<file path="src/rtl/bcd_to_binary_seq.sv">
// bcd_to_binary_seq: sequential 3-digit BCD to 10-bit binary converter.
// Uses reverse double-dabble, one iteration per clock, 10 iterations per
// operand. An operand containing a digit above 9 is rejected at once
// with err=1 and a done strobe, without entering the shift phase.
module bcd_to_binary_seq (
    input  logic        clk,
    input  logic        rst_n,
    input  logic        start,
    input  logic [11:0] bcd_in,
    output logic        busy,
    output logic        done,
    output logic        err,
    output logic [9:0]  bin_out
);

    typedef enum logic {
        IDLE  = 1'b0,
        SHIFT = 1'b1
    } state_t;

    state_t      r_state;
    state_t      w_state_nxt;

    logic [11:0] r_digits;
    logic [9:0]  r_acc;
    logic [3:0]  r_cnt;
    logic        r_done;
    logic        r_err;
    logic [9:0]  r_bin;

    logic        w_accept;
    logic        w_last;
    logic        w_bad;
    logic [21:0] w_step;

    // True when any BCD nibble holds a value above 9.
    function automatic logic f_bad_bcd(input logic [11:0] b);
        logic bad;
        bad = 1'b0;
        for (int k = 0; k < 3; k++) begin
            if (b[4*k +: 4] > 4'd9) begin
                bad = 1'b1;
            end
        end
        return bad;
    endfunction

    // One reverse double-dabble iteration: shift {digits, acc} right,
    // then correct every digit nibble that came out at 8 or more.
    function automatic logic [21:0] f_dabble(input logic [21:0] v);
        logic [21:0] s;
        s = v >> 1;
        for (int k = 0; k < 3; k++) begin
            if (s[10 + 4*k +: 4] >= 4'd8) begin
                s[10 + 4*k +: 4] = s[10 + 4*k +: 4] - 4'd3;
            end
        end
        return s;
    endfunction

    assign w_bad  = f_bad_bcd(bcd_in);
    assign w_step = f_dabble({r_digits, r_acc});

    // State register.
    always_ff @(posedge clk or negedge rst_n) begin
        if (!rst_n) begin
            r_state <= IDLE;
        end else begin
            r_state <= w_state_nxt;
        end
    end

    // Next-state logic plus accept / last-iteration decodes.
    always_comb begin
        w_state_nxt = r_state;
        w_accept    = 1'b0;
        w_last      = 1'b0;
        case (r_state)
            IDLE: begin
                if (start) begin
                    w_accept = 1'b1;
                    if (!w_bad) begin
                        w_state_nxt = SHIFT;
                    end
                end
            end
            SHIFT: begin
                // Counter counts completed iterations; 9 means this edge is the 10th.
                if (r_cnt == 4'd9) begin
                    w_last      = 1'b1;
                    w_state_nxt = IDLE;
                end
            end
            default: begin
                w_state_nxt = IDLE;
            end
        endcase
    end

    // Datapath: operand latch, iteration, result and status registers.
    always_ff @(posedge clk or negedge rst_n) begin
        if (!rst_n) begin
            r_digits <= 12'd0;
            r_acc    <= 10'd0;
            r_cnt    <= 4'd0;
            r_done   <= 1'b0;
            r_err    <= 1'b0;
            r_bin    <= 10'd0;
        end else begin
            r_done <= 1'b0;
            if (w_accept) begin
                r_digits <= bcd_in;
                r_acc    <= 10'd0;
                r_cnt    <= 4'd0;
                if (w_bad) begin
                    r_err  <= 1'b1;
                    r_bin  <= 10'd0;
                    r_done <= 1'b1;
                end else begin
                    r_err  <= 1'b0;
                end
            end else if (r_state == SHIFT) begin
                {r_digits, r_acc} <= w_step;
                r_cnt             <= r_cnt + 4'd1;
                if (w_last) begin
                    r_bin  <= w_step[9:0];
                    r_done <= 1'b1;
                end
            end
        end
    end

    assign busy    = (r_state == SHIFT);
    assign done    = r_done;
    assign err     = r_err;
    assign bin_out = r_bin;

endmodule

</file>
<file path="config.mk">
export PLATFORM = sky130hd
export DESIGN_NAME = bcd_to_binary_seq
export DESIGN_NICKNAME = d
export VERILOG_FILES = /design/src/rtl/bcd_to_binary_seq.sv
export SDC_FILE = /design/constraint.sdc
export NUM_CORES = 1
export LEC_CHECK = 0
export BUFFER_PORTS_ARGS = -buffer_cell sky130_fd_sc_hd__buf_2
export CORE_MARGIN = 3
export CORE_UTILIZATION = 45
export CTS_CLUSTER_DIAMETER = 100
export CTS_CLUSTER_SIZE = 25
export DETAILED_ROUTE_END_ITERATION = 8
export GPL_ROUTABILITY_DRIVEN = 1
export PLACE_DENSITY = 0.65
export RECOVER_POWER = 50
export SETUP_SLACK_MARGIN = 0.1
export SKIP_LAST_GASP = 1
export SYNTH_ARGS = -nofsm -noshare
export SYNTH_HDL_FRONTEND = slang
export SYNTH_SLANG_ARGS = --single-unit
</file>
<file path="constraint.sdc">
create_clock -name clk -period 1.25 [get_ports clk]
set_input_delay 0.1875 -clock clk [delete_from_list [all_inputs] [get_ports clk]]
set_output_delay 0.1875 -clock clk [all_outputs]
set_load 0.02 [all_outputs]
</file>
## Word level (Yosys, flattened, before mapping)

Index checks and enable logic that the tools add are counted.

- Register bits: 39
- Bits in latches: 0
- Bits in writable memories: 0
- Bits in read-only memories: 0
- Bits of input ports: 15
- Word-level logic and storage cells: 51
- Memories: 0

- Add/sub/neg operators: 4
- Multipliers: 0
- Divide/modulo/power cells: 0
- $lt $le $gt $ge: 6
- Equality and inequality tests: 2
- Shifts and indexed selects: 0
- Muxes and demuxes: 28
- Bitwise logic cells: 1
- Reductions and logical operators: 3

Operators by type and width:

| kind | count |
|---|---|
| two-way mux 10 bit | 6 |
| two-way mux 12 bit | 2 |
| two-way mux 4 bit | 5 |
| two-way mux 1 bit | 14 |
| greater-than comparator 4 bit, second input constant | 3 |
| greater-or-equal comparator 4 bit, second input constant | 2 |
| subtractor 4 x 2 -> 4 bit, second input constant | 2 |
| adder 4 x 1 -> 4 bit, second input constant | 1 |
| equality test 4 bit, second input constant | 1 |
| greater-or-equal comparator 3 x 4 -> 1 bit, second input constant | 1 |
| nonzero test 2 bit | 2 |
| subtractor 3 x 2 -> 4 bit, second input constant | 1 |
| AND reduction 3 bit | 1 |
| inequality test 2 x 1 -> 1 bit, second input constant | 1 |
| one-hot mux 1 bit (2 select lines) | 1 |
| NOT 1 bit | 1 |

## Depth between registers and ports, before layout

Gate-level depths: netlist of the first run.

- Word-level depth: 7
- Depth in mapped cells: 6
- Mapped depth without buffers: 5

## Worst setup path after synthesis of the first run

No wires, ideal clock.

- Path type: flip-flop to flip-flop
- From: reg r_cnt[0]
- To: reg r_done (netlist: done)
- Library setup time: 127 ps
- Arrival: 1146 ps
- Required time: 1123 ps
- Path slack: -23 ps
- Cell stages (with the launch flop): 4
- Period minus slack after synthesis: 1273 ps
- Cells stage by stage: dfrtp_1 -> ha_1 -> and4b_1 -> or2_2

- Cells in the longest elaborated chain, start to end: 6

RTL lines:

| element | RTL line | RTL |
|---|---|---|
| start, declared | 26 | `logic [3:0] r_cnt;` |
| start signal, assigned | 124 | `r_cnt <= r_cnt + 4'd1;` |
| equality test 4 bit | 89 | `if (r_cnt == 4'd9) begin` |
| two-way mux 1 bit | 89 |  |
| two-way mux 1 bit | 78 | `case (r_state)` |
| two-way mux 1 bit | 125 | `if (w_last) begin` |
| two-way mux 1 bit | 122 | `end else if (r_state == SHIFT) begin` |
| two-way mux 1 bit | 111 | `if (w_accept) begin` |
| end signal, assigned | 110 | `r_done <= 1'b0;` |
| end signal, assigned | 118 | `r_done <= 1'b1;` |
| end signal, assigned | 127 | `r_done <= 1'b1;` |
| end, declared | 27 | `logic r_done;` |

No other way between the ends.
A chain may end at the register's enable or synchronous reset.

## Worst setup path after layout of the first run

- From: reg r_state (netlist: busy)
- To: reg r_bin[1] (netlist: bin_out[1])

- Cells in the longest elaborated chain, start to end: 3
- Elaborated cells on any way between the ends: 7
- Classes of those cells: 1 x eq/ne; 3 x mux; 3 x reduce/logical

RTL lines:

| element | RTL line | RTL |
|---|---|---|
| start, declared | 21 | `state_t r_state;` |
| start signal, assigned | 69 | `r_state <= w_state_nxt;` |
| two-way mux 1 bit | 78 |  |
| inequality test 2 x 1 -> 1 bit (no line) or nonzero test 2 bit (tied branches) | -- |  |
| AND reduction 3 bit (no line) | -- |  |
| end signal, assigned | 126 | `r_bin <= w_step[9:0];` |
| end, declared | 29 | `logic [9:0] r_bin;` |

Parallel ways exist; a longest one is shown, timed or not.

==> summary.txt, run 1 <==
Crit path largest cell delay = 0.48 ns
die width = 69.3 um
Tot Pwr = 5.95 mW
max cap viols = 0
row cnt = 22
DR WL/cell = 15.0 um
synth top area cells = dfrtp_1 (53%), nand2_1 (8.5%), mux2i_1 (5.0%), ha_1 (4.2%), o21ai_0 (4.2%)
die height = 69.3 um
Num Clock Sinks = 38
CTS H-tree lvls = 2
maximum vdd drop = 0.00116 V
DR iter-0 viols = 86
cell area after synthesis = 0.00180 sq mm
Total GRT Usage = 0.176
final net count = 258
RSZ-0062 raised after global routing = yes
worst path bufs/invs = 2
syn_nets = 201
Final Skew = 0.00462 ns
WS Path Type = flip-flop to flip-flop
fin crit share = 1.00
Startpoint Class = flip-flop
PnR worst setup slack = -0.00437 ns
Area Growth Syn to Fin = 34.8%
Initial Utilization = 0.478
delay-heaviest family, CP = flip-flops
via count = 1526
number of global-route vias before repair = 1512
pwr/cell area = 2450 mW/mm^2
CP Capture Type = flip-flop
drt first pass iters = 7
final hold violations = 0
core outline area = 0.00377 sq mm
worst skew pair latency = 0.29 ns
Mapped Cells = 180
post-synth top area cell = dfrtp_1
IO buf count = 27
Fin Setup TNS = -0.00437 ns
grt ovf = 0
Hold Path Class = input port to flip-flop
WHS = 0.180 ns
failing checks = setup timing
Ant. Diodes = 0
synth warn = 0
Setup Viol. Count Final = 1
CTS buffer count = 5
initial antenna violation count = 0
CP max stage cell = dfrtp_2
fmax = 797 MHz
root buffer cell = clkbuf_8
layout cells sized above 1 = 0.382
CP cell instances = buf_4 > and4b_2 > buf_6 > nand2_1 > o21ai_1
crit path DAT = 1.43 ns
largest net degree at the start of global routing = 19
drt drc = 0
Reg clk slew, reported paths = 0.08 ns
final wirelength = 4.30 mm
post-synth top area share = 0.527
antenna viol nets, final = 0
count of final max-slew check failures = 0
Tmin final = 1.25 ns
Seq/Total Area, Yosys = 0.527
status = finished, violations left
post-synth cell types = 29
via/cell ratio = 5.34
DP HPWL = 2.79 mm
Yosys reg bits = 38
syn_area_per_cell = 10.0 sq um
Max clock buf depth = 2
die area = 0.00480 sq mm
CTS tree = yes
Routability Congestion = 0.805
Core Util, Final = 0.644
WP data required = 1.43 ns
Pleak = 1.21 nW
worst-path fanout max = 9
Max-slew headroom = 0.696
first-pass GRT wire length = 6.88 mm
worst slew pin tran = 0.455 ns
IO Count = 28
## registers in the layout, summed over array words and instances, names as in the netlist
register  cells
r_cnt         4
busy          1
r_digits     12
err           1
r_acc         9
done          1
bin_out      10
## layout make-up
type / instances / area (sq um)
clock buffer: 5 / 68.8
clock inverter: 3 / 40.0
fill: 290 / 1340
inverter: 6 / 26.3
multi-input combinational: 129 / 873
sequential: 38 / 953
tap: 48 / 60.1
timing repair buffer: 57 / 408
## cells in the mapped netlist
library cell / n
nand2_1: 41
dfrtp_1: 38
o21ai_0: 15
o21ai_1: 13
mux2i_1: 9
a21oi_1: 8
nand2b_1: 8
ha_1: 6
buf_2: 5
inv_1: 5
o211a_1: 4
nor2b_1: 3
a22o_1: 2
buf_4: 2
nand4_1: 2
nor2_1: 2
o21ba_2: 2
o22ai_1: 2
xnor2_1: 2
xor2_1: 2
a21o_1: 1
a31oi_2: 1
and4b_1: 1
clkbuf_1: 1
clkinv_1: 1
nand3_1: 1
nand3b_1: 1
nand4b_4: 1
or2_2: 1
## power by group
part | internal (mW) | leakage [nW] | switching [mW]
Clock | 0.587 | 0.0579 | 0.442
Combinational | 1.34 | 0.661 | 1.30
Sequential | 1.78 | 0.489 | 0.506
Total | 3.70 | 1.21 | 2.25
## kinds of logic (layout without fill, tap and decap cells)
| logic type | Yosys count | in the layout | share of synthesized area |
|---|---|---|---|
| DFF | 38 | 38 | 0.527 |
| adders and majority gates | 6 | 6 | 0.0416 |
| and+or+nand+nor | 61 | 62 | 0.164 |
| buffers and inverters | 14 | 71 | 0.0368 |
| xor gates and xnor gates | 4 | 4 | 0.0194 |
| AOI/OAI and AO/OA | 48 | 48 | 0.161 |
| muxes | 9 | 9 | 0.0500 |
## worst register-to-register path, cell delays in order (launching register included)
cell and delay (ns):
dfrtp_2 0.48, buf_4 0.16, and4b_2 0.23, buf_6 0.14, nand2_1 0.06, o21ai_1 0.06
## repair_timing
| action | 4_1_cts | 5_1_grt |
|---|---|---|
| hold buffers | 1 | 0 |
| pin swaps | 3 | 9 |
| gates cloned | 2 | 1 |
| gates resized for setup | 7 | 28 |
| buffers inserted | 4 | 8 |
| setup endpoints to repair | 15 | 24 |
| endpoints found under the hold margin | 16 | 0 |
## routing by layer
layer  track usage  part of all wire
met3        0.0478             0.043
met2         0.311              0.52
met1         0.200              0.42
met4        0.0694             0.023
met5             0                 0
## worst paths after layout
kind / startpoint / endpoint / slack (ns) / depth (start not counted)
min in group asynchronous: rst_n / bin_out[6]$_DFFE_PN0P_ / 0.37 / 2
worst min register to register: r_digits[11]$_DFFE_PN0P_ / r_digits[10]$_DFFE_PN0P_ / 0.48 / 2
max in group asynchronous: rst_n / r_digits[5]$_DFFE_PN0P_ / 0.17 / 3
worst max-delay path: busy$_DFF_PN0_ / bin_out[1]$_DFFE_PN0P_ / -0.004 / 5
worst min-delay path: bcd_in[11] / r_digits[11]$_DFFE_PN0P_ / 0.18 / 3
worst max register to register: busy$_DFF_PN0_ / bin_out[1]$_DFFE_PN0P_ / -0.004 / 5
## stage by stage
stage               area, sq um  instances  worst slack, ns
global route               2430        286          -0.0550
finish                     2430        286         -0.00437
global placement           2090        263           0.0374
detailed placement         2090        263           0.0179
floorplan                  1820        180           0.0485
CTS                        2290        278           0.0238
## cell usage in the layout, fill, tap and decap left out, drive strengths merged, types with 2 or more instances in the layout
cell type	Yosys	layout
o21ba	2	2
nand2	41	41
nand4b	1	2
a22o	2	2
dfrtp	38	38
ha	6	6
o211a	4	4
nand2b	8	8
o21ai	28	28
nor2	2	2
o22ai	2	2
mux2i	9	9
inv	5	5
buf	7	50
nor2b	3	3
xnor2	2	2
xor2	2	2
a21oi	8	8
clkbuf	1	11
clkinv	1	2
nand4	2	2
Note: power is estimated with default switching activity, not from simulation.
==> run 2: changes to the inputs <==
--- a/config.mk
+++ b/config.mk
@@ -7,12 +7,12 @@
 export LEC_CHECK = 0
 export BUFFER_PORTS_ARGS = -buffer_cell sky130_fd_sc_hd__buf_2
 export CORE_MARGIN = 3
-export CORE_UTILIZATION = 45
+export CORE_UTILIZATION = 50
 export CTS_CLUSTER_DIAMETER = 100
 export CTS_CLUSTER_SIZE = 25
 export DETAILED_ROUTE_END_ITERATION = 8
 export GPL_ROUTABILITY_DRIVEN = 1
-export PLACE_DENSITY = 0.65
+export PLACE_DENSITY = 0.71
 export RECOVER_POWER = 50
 export SETUP_SLACK_MARGIN = 0.1
 export SKIP_LAST_GASP = 1
==> run 2 against run 1 <==
  * Highest routed layer unchanged
  * Largest power group unchanged
  * The run now ends clean
  * Worst setup slack gained 0.031 ns
  * Clock skew grew 0.0082 ns
  * Clock-buffer cell count grew 2
  * Via count shrank 5.0%
==> summary.txt, run 2 (synthesis results as in run 1) <==
Tot Pwr = 5.34 mW (-10%)
die height = 66.1 um (-4.7%)
DR WL/cell = 15.0 um (about the same)
WS Path Type = flip-flop to flip-flop
die area = 0.00436 sq mm (-9.1%)
Startpoint Class = flip-flop
most frequent cells in the layout = nand2_1 (38), dfrtp_1 (37), buf_2 (25)
Total GRT Usage = 0.212 (+0.0355)
count of final max-slew check failures = 0 (unchanged)
CTS buffer count = 5 (unchanged)
Max-slew headroom = 0.729 (+0.0322)
worst slew pin tran = 0.407 ns (-0.0482 ns)
WP data required = 1.51 ns (+0.08 ns)
Top reg by flops = r_digits
root buffer cell = clkbuf_4
Hold Path Class = input port to flip-flop
DR iter-0 viols = 43 (-50%)
Ant. Diodes = 0 (unchanged)
drt drc = 0 (unchanged)
Cells after DPL = 255 (-3.0%)
Tmin final = 1.22 ns (-0.0309 ns)
fmax = 817 MHz (+2.5%)
maximum vdd drop = 0.00129 V (+11%)
Setup Viol. Count Final = 0 (-1)
crit path DAT = 1.48 ns (+0.05 ns)
final hold violations = 0 (unchanged)
Initial Utilization = 0.528 (+0.0497)
pwr/cell area = 2340 mW/mm^2 (-4.3%)
core outline area = 0.00342 sq mm (-9.4%)
PnR worst setup slack = 0.0266 ns (+0.0309 ns)
pre-CTS setup slack = -0.102 ns (-0.120 ns)
number of global-route vias before repair = 1497 (-0.99%)
reg2reg path depth = 5 (unchanged)
commonest non-fill, non-tap cell in the layout = nand2_1
largest net degree at the start of global routing = 23 (+4)
max FFs per register = 12 (unchanged)
IO Count = 28 (unchanged)
first-pass GRT wire length = 6.97 mm (+1.3%)
hold depth = 3 (unchanged)
Routability Congestion = 0.821 (+2.0%)
status = finished clean
CP Capture Type = flip-flop
Pleak = 1.14 nW (-6.0%)
Num Clock Sinks = 38 (unchanged)
die width = 66.1 um (-4.7%)
Reg clk slew, reported paths = 0.11 ns (+0.03 ns)
grt ovf = 0 (unchanged)
max cap viols = 0 (unchanged)
worst skew pair latency = 0.33 ns (+0.04 ns)
initial antenna violation count = 0 (unchanged)
Max clock buf depth = 2 (unchanged)
final wirelength = 4.14 mm (-3.8%)
drt first pass iters = 4 (-3)
layout cells sized above 1 = 0.323 (-0.0592)
IO buf count = 27 (unchanged)
Final Non-Filler Cells = 275 (-3.8%)
via/cell ratio = 5.27 (-1.2%)
DP HPWL = 2.66 mm (-4.4%)
worst-path fanout max = 6 (-3)
CTS H-tree lvls = 2 (unchanged)
RSZ-0062 raised after global routing = yes
row cnt = 21 (-4.5%)
Final Skew = 0.0128 ns (+0.00820 ns)
Area Growth Syn to Fin = 26.4%
antenna viol nets, final = 0 (unchanged)
fin crit share = 0.979 (-0.0247)
CTS tree = yes
Fin Setup TNS = 0 ns (+0.00437 ns)
via count = 1449 (-5.0%)
final net count = 249 (-3.5%)
## run 2: cell types whose count changed in the layout (fill, tap and decap cells not counted), sizes merged
cell	delta
clkinvlp	-1
and4b	+1
buf	-7
clkbuf	-2
bufinv	-1
clkinv	+1
## run 2: cell type report
type                       instances  area, sq um
clock buffer                       7         55.1
clock inverter                     1         5.00
fill                             290         1140
inverter                           6         27.5
multi-input combinational        130          872
sequential                        38          952
tap                               46         57.6
timing repair buffer              46          305
timing repair inverter             1         5.00
## run 2: through the flow
step	hold slack, ns	instance area, sq um	util
floorplan	-0.108	1820	-
global placement	0.132	2050	0.601
detailed placement	0.141	2050	0.601
CTS	0.110	2250	0.659
global route	0.122	2280	0.667
finish	0.135	2280	0.667
## run 2: power by group
group,internal (mW),switching (mW)
clock,0.273,0.386
sequential,1.77,0.509
combinational,1.16,1.25
## run 2: layer usage
metal	share of wire	track usage
met5	0	0
met4	0.010	0.0761
met3	0.037	0.0408
met2	0.53	0.378
met1	0.42	0.251
## run 2: path summary, 6_finish.rpt
kind	slack, ns	end	startpoint
max in group asynchronous	0.24	busy$_DFF_PN0_	rst_n
worst max register to register	0.03	bin_out[9]$_DFFE_PN0P_	r_cnt[1]$_DFFE_PN0P_
worst min-delay path	0.13	r_digits[11]$_DFFE_PN0P_	bcd_in[11]
min in group asynchronous	0.30	bin_out[2]$_DFFE_PN0P_	rst_n
worst min register to register	0.49	err$_DFFE_PN0P_	err$_DFFE_PN0P_
worst max-delay path	0.03	bin_out[9]$_DFFE_PN0P_	r_cnt[1]$_DFFE_PN0P_
## run 2: what timing repair did
action | 4_1_cts | 5_1_grt
setup buffers | 5 | 2
hold buffers | 1 | 0
hold endpoints to repair | 16 | 0
gates resized for setup | 14 | 14
gates cloned | 4 | 0
endpoints found under the setup margin | 15 | 27
pin swaps | 8 | 5
## run 2: critical path, stage by stage, from the launching register on
cell	delay (ns)
dfrtp_1	0.40
inv_1	0.07
ha_2	0.20
and4b_2	0.31
nand2_1	0.08
o21ai_1	0.08
==> run 3: changes to the inputs <==
--- a/config.mk
+++ b/config.mk
@@ -7,12 +7,12 @@
 export LEC_CHECK = 0
 export BUFFER_PORTS_ARGS = -buffer_cell sky130_fd_sc_hd__buf_2
 export CORE_MARGIN = 3
-export CORE_UTILIZATION = 50
+export CORE_UTILIZATION = 55
 export CTS_CLUSTER_DIAMETER = 100
 export CTS_CLUSTER_SIZE = 25
 export DETAILED_ROUTE_END_ITERATION = 8
 export GPL_ROUTABILITY_DRIVEN = 1
-export PLACE_DENSITY = 0.71
+export PLACE_DENSITY = 0.75
 export RECOVER_POWER = 50
 export SETUP_SLACK_MARGIN = 0.1
 export SKIP_LAST_GASP = 1
==> constraint.sdc (replaced) <==
create_clock -name clk -period 1.4 [get_ports clk]
set_input_delay 0.21 -clock clk [delete_from_list [all_inputs] [get_ports clk]]
set_output_delay 0.21 -clock clk [all_outputs]
set_load 0.02 [all_outputs]
==> run 3 against run 2 <==
  * Hold slack got worse by 0.0093 ns
  * Combinational power decreased by 17%
  * Global-route usage decreased by 0.10 points
  * Largest power group unchanged
  * Highest routed layer unchanged
==> summary.txt, run 3 (synthesis results as in run 1) <==
die area = 0.00400 sq mm (-8.3%)
max FFs per register = 12 (unchanged)
IO buf count = 27 (unchanged)
DP HPWL = 2.58 mm (-3.0%)
Worst R2R Setup Slack = 0.12 ns (+0.09 ns)
Startpoint Class = flip-flop
Pleak = 1.14 nW (+0.48%)
Reg clk slew, reported paths = 0.11 ns (about the same)
Max-slew headroom = 0.343 (-0.386)
fin crit share = 0.913 (-0.0653)
RSZ-0062 raised after global routing = yes
row cnt = 20 (-4.8%)
CTS buffer count = 5 (unchanged)
post-placement cell area = 0.00206 sq mm (+0.18%)
final wirelength = 3.72 mm (-9.9%)
Tot Pwr = 4.67 mW (-13%)
number of global-route vias before repair = 1432 (-4.3%)
Num Clock Sinks = 38 (unchanged)
reg2reg path depth = 5 (unchanged)
drt first pass iters = 4 (unchanged)
pwr/cell area = 2080 mW/mm^2 (-11%)
max cap viols = 0 (unchanged)
WS Path Type = flip-flop to flip-flop
status = finished clean
Hold Path Class = input port to flip-flop
count of final max-slew check failures = 0 (unchanged)
met2 wire len = 1.88 mm (-14%)
Total GRT Usage = 0.210 (-0.00103)
Setup Viol. Count Final = 0 (unchanged)
IO Count = 28 (unchanged)
worst skew pair latency = 0.35 ns (+0.02 ns)
Area Growth Syn to Fin = 24.6%
via/cell ratio = 5.34 (+1.4%)
die width = 63.3 um (-4.2%)
die height = 63.3 um (-4.2%)
CTS H-tree lvls = 2 (unchanged)
worst r2r dst = bin_out[2]$_DFFE_PN0P_
via count = 1442 (-0.48%)
M1 WL = 1.58 mm (-10%)
RR Startpoint = busy$_DFF_PN0_
Hold Startpoint = bcd_in[11]
Top reg by flops = r_digits
drt drc = 0 (unchanged)
CP Capture Type = flip-flop
CTS tree = yes
core outline area = 0.00308 sq mm (-9.9%)
WHS Endpoint = r_digits[11]$_DFFE_PN0P_
initial antenna violation count = 0 (unchanged)
commonest non-fill, non-tap cell in the layout = nand2_1
Tmin final = 1.28 ns (+0.0554 ns)
met3 wire len = 168 um (+11%)
final net count = 246 (-1.2%)
worst-path fanout max = 8 (+2)
post-route cell area = 0.00225 sq mm (-1.4%)
largest net degree at the start of global routing = 22 (-4.3%)
worst slew pin tran = 0.986 ns (+0.579 ns)
maximum vdd drop = 0.00122 V (-5.8%)
Initial Utilization = 0.586 (+0.0579)
grt ovf = 0 (unchanged)
DR WL/cell = 13.8 um (-8.3%)
layout cells sized above 1 = 0.274 (-0.0488)
crit path DAT = 1.51 ns (+0.03 ns)
max layer used = met4
fmax = 782 MHz (-4.3%)
hold depth = 3 (unchanged)
WP data required = 1.64 ns (+0.13 ns)
Routability Congestion = 0.793 (-3.4%)
DR iter-0 viols = 60 (+40%)
root buffer cell = clkbuf_4
antenna viol nets, final = 0 (unchanged)
Ant. Diodes = 0 (unchanged)
first-pass GRT wire length = 6.56 mm (-5.9%)
Max clock buf depth = 2 (unchanged)
Final Skew = 0.00774 ns (-0.00509 ns)
final hold violations = 0 (unchanged)
most frequent cells in the layout = nand2_1 (40), dfrtp_1 (38), buf_2 (25)
==> run 3: cell count changes in the layout (fill, tap and decap cells not counted), moves of 3 or more <==
cell	previous run	this run
buf_12	0	3
buf_6	6	1
o21ai_0	12	15
o21ai_1	15	12
==> run 3: layout make-up <==
| class | instances | area [sq um] |
|---|---|---|
| fillers | 239 | 831 |
| repair buffers | 46 | 327 |
| flip-flops and latches | 38 | 951 |
| inverters | 6 | 26.3 |
| clock buffers | 8 | 78.8 |
| multi-input cells | 128 | 810 |
| well taps | 44 | 55.1 |
==> run 3: repair_timing <==
item | in CTS | in global routing
setup buffers | 4 | 2
gates cloned | 1 | 0
setup endpoints to repair | 14 | 16
endpoints found under the hold margin | 17 | 0
gates resized for setup | 2 | 10
hold buffers | 1 | 0
pin swaps | 0 | 1
==> run 3: critical path: stages, from the launching register on <==
cell	delay, ns
dfrtp_1	0.43
buf_12	0.16
and4b_2	0.28
buf_4	0.15
nand2_1	0.07
o21ai_1	0.08
==> run 3: worst max-delay path by stage <==
| stage | depth (start not counted) | slack [ns] | to | startpoint |
|---|---|---|---|---|
| after floorplan | 3 | 0.13 | done$_DFF_PN0_ | r_cnt[0]$_DFFE_PN0P_ |
| after global placement | 3 | 0.06 | bin_out[0]$_DFFE_PN0P_ | busy$_DFF_PN0_ |
| after detailed placement | 3 | -0.004 | bin_out[0]$_DFFE_PN0P_ | busy$_DFF_PN0_ |
| after CTS | 2 | 0.10 | busy | busy$_DFF_PN0_ |
| after global routing | 6 | 0.05 | bin_out[2]$_DFFE_PN0P_ | r_cnt[1]$_DFFE_PN0P_ |
| final | 5 | 0.12 | bin_out[2]$_DFFE_PN0P_ | busy$_DFF_PN0_ |
==> run 3: power by group <==
group          internal, mW  switching, mW
Sequential             1.58          0.399
Combinational         0.948           1.05
Clock                 0.343          0.350
==> run 3: stage by stage <==
| step | instances | hold WS, ns | setup TNS (ns) | setup slack (ns) | util |
|---|---|---|---|---|---|
| CTS | 268 | 0.126 | 0 | 0.101 | 0.721 |
| floorplan | 180 | -0.0856 | 0 | 0.127 | - |
| detailed placement | 254 | 0.162 | -0.00353 | -0.00353 | 0.668 |
| global route | 270 | 0.161 | 0 | 0.0522 | 0.730 |
| finish | 270 | 0.125 | 0 | 0.121 | 0.730 |
| global placement | 254 | 0.162 | 0 | 0.0605 | 0.668 |
==> run 3: metal layers <==
metal  GRT usage  up-vias
met5           0        -
met4      0.0916        0
met3      0.0677       11
met2       0.347       32
met1       0.253      693
li1            -      706
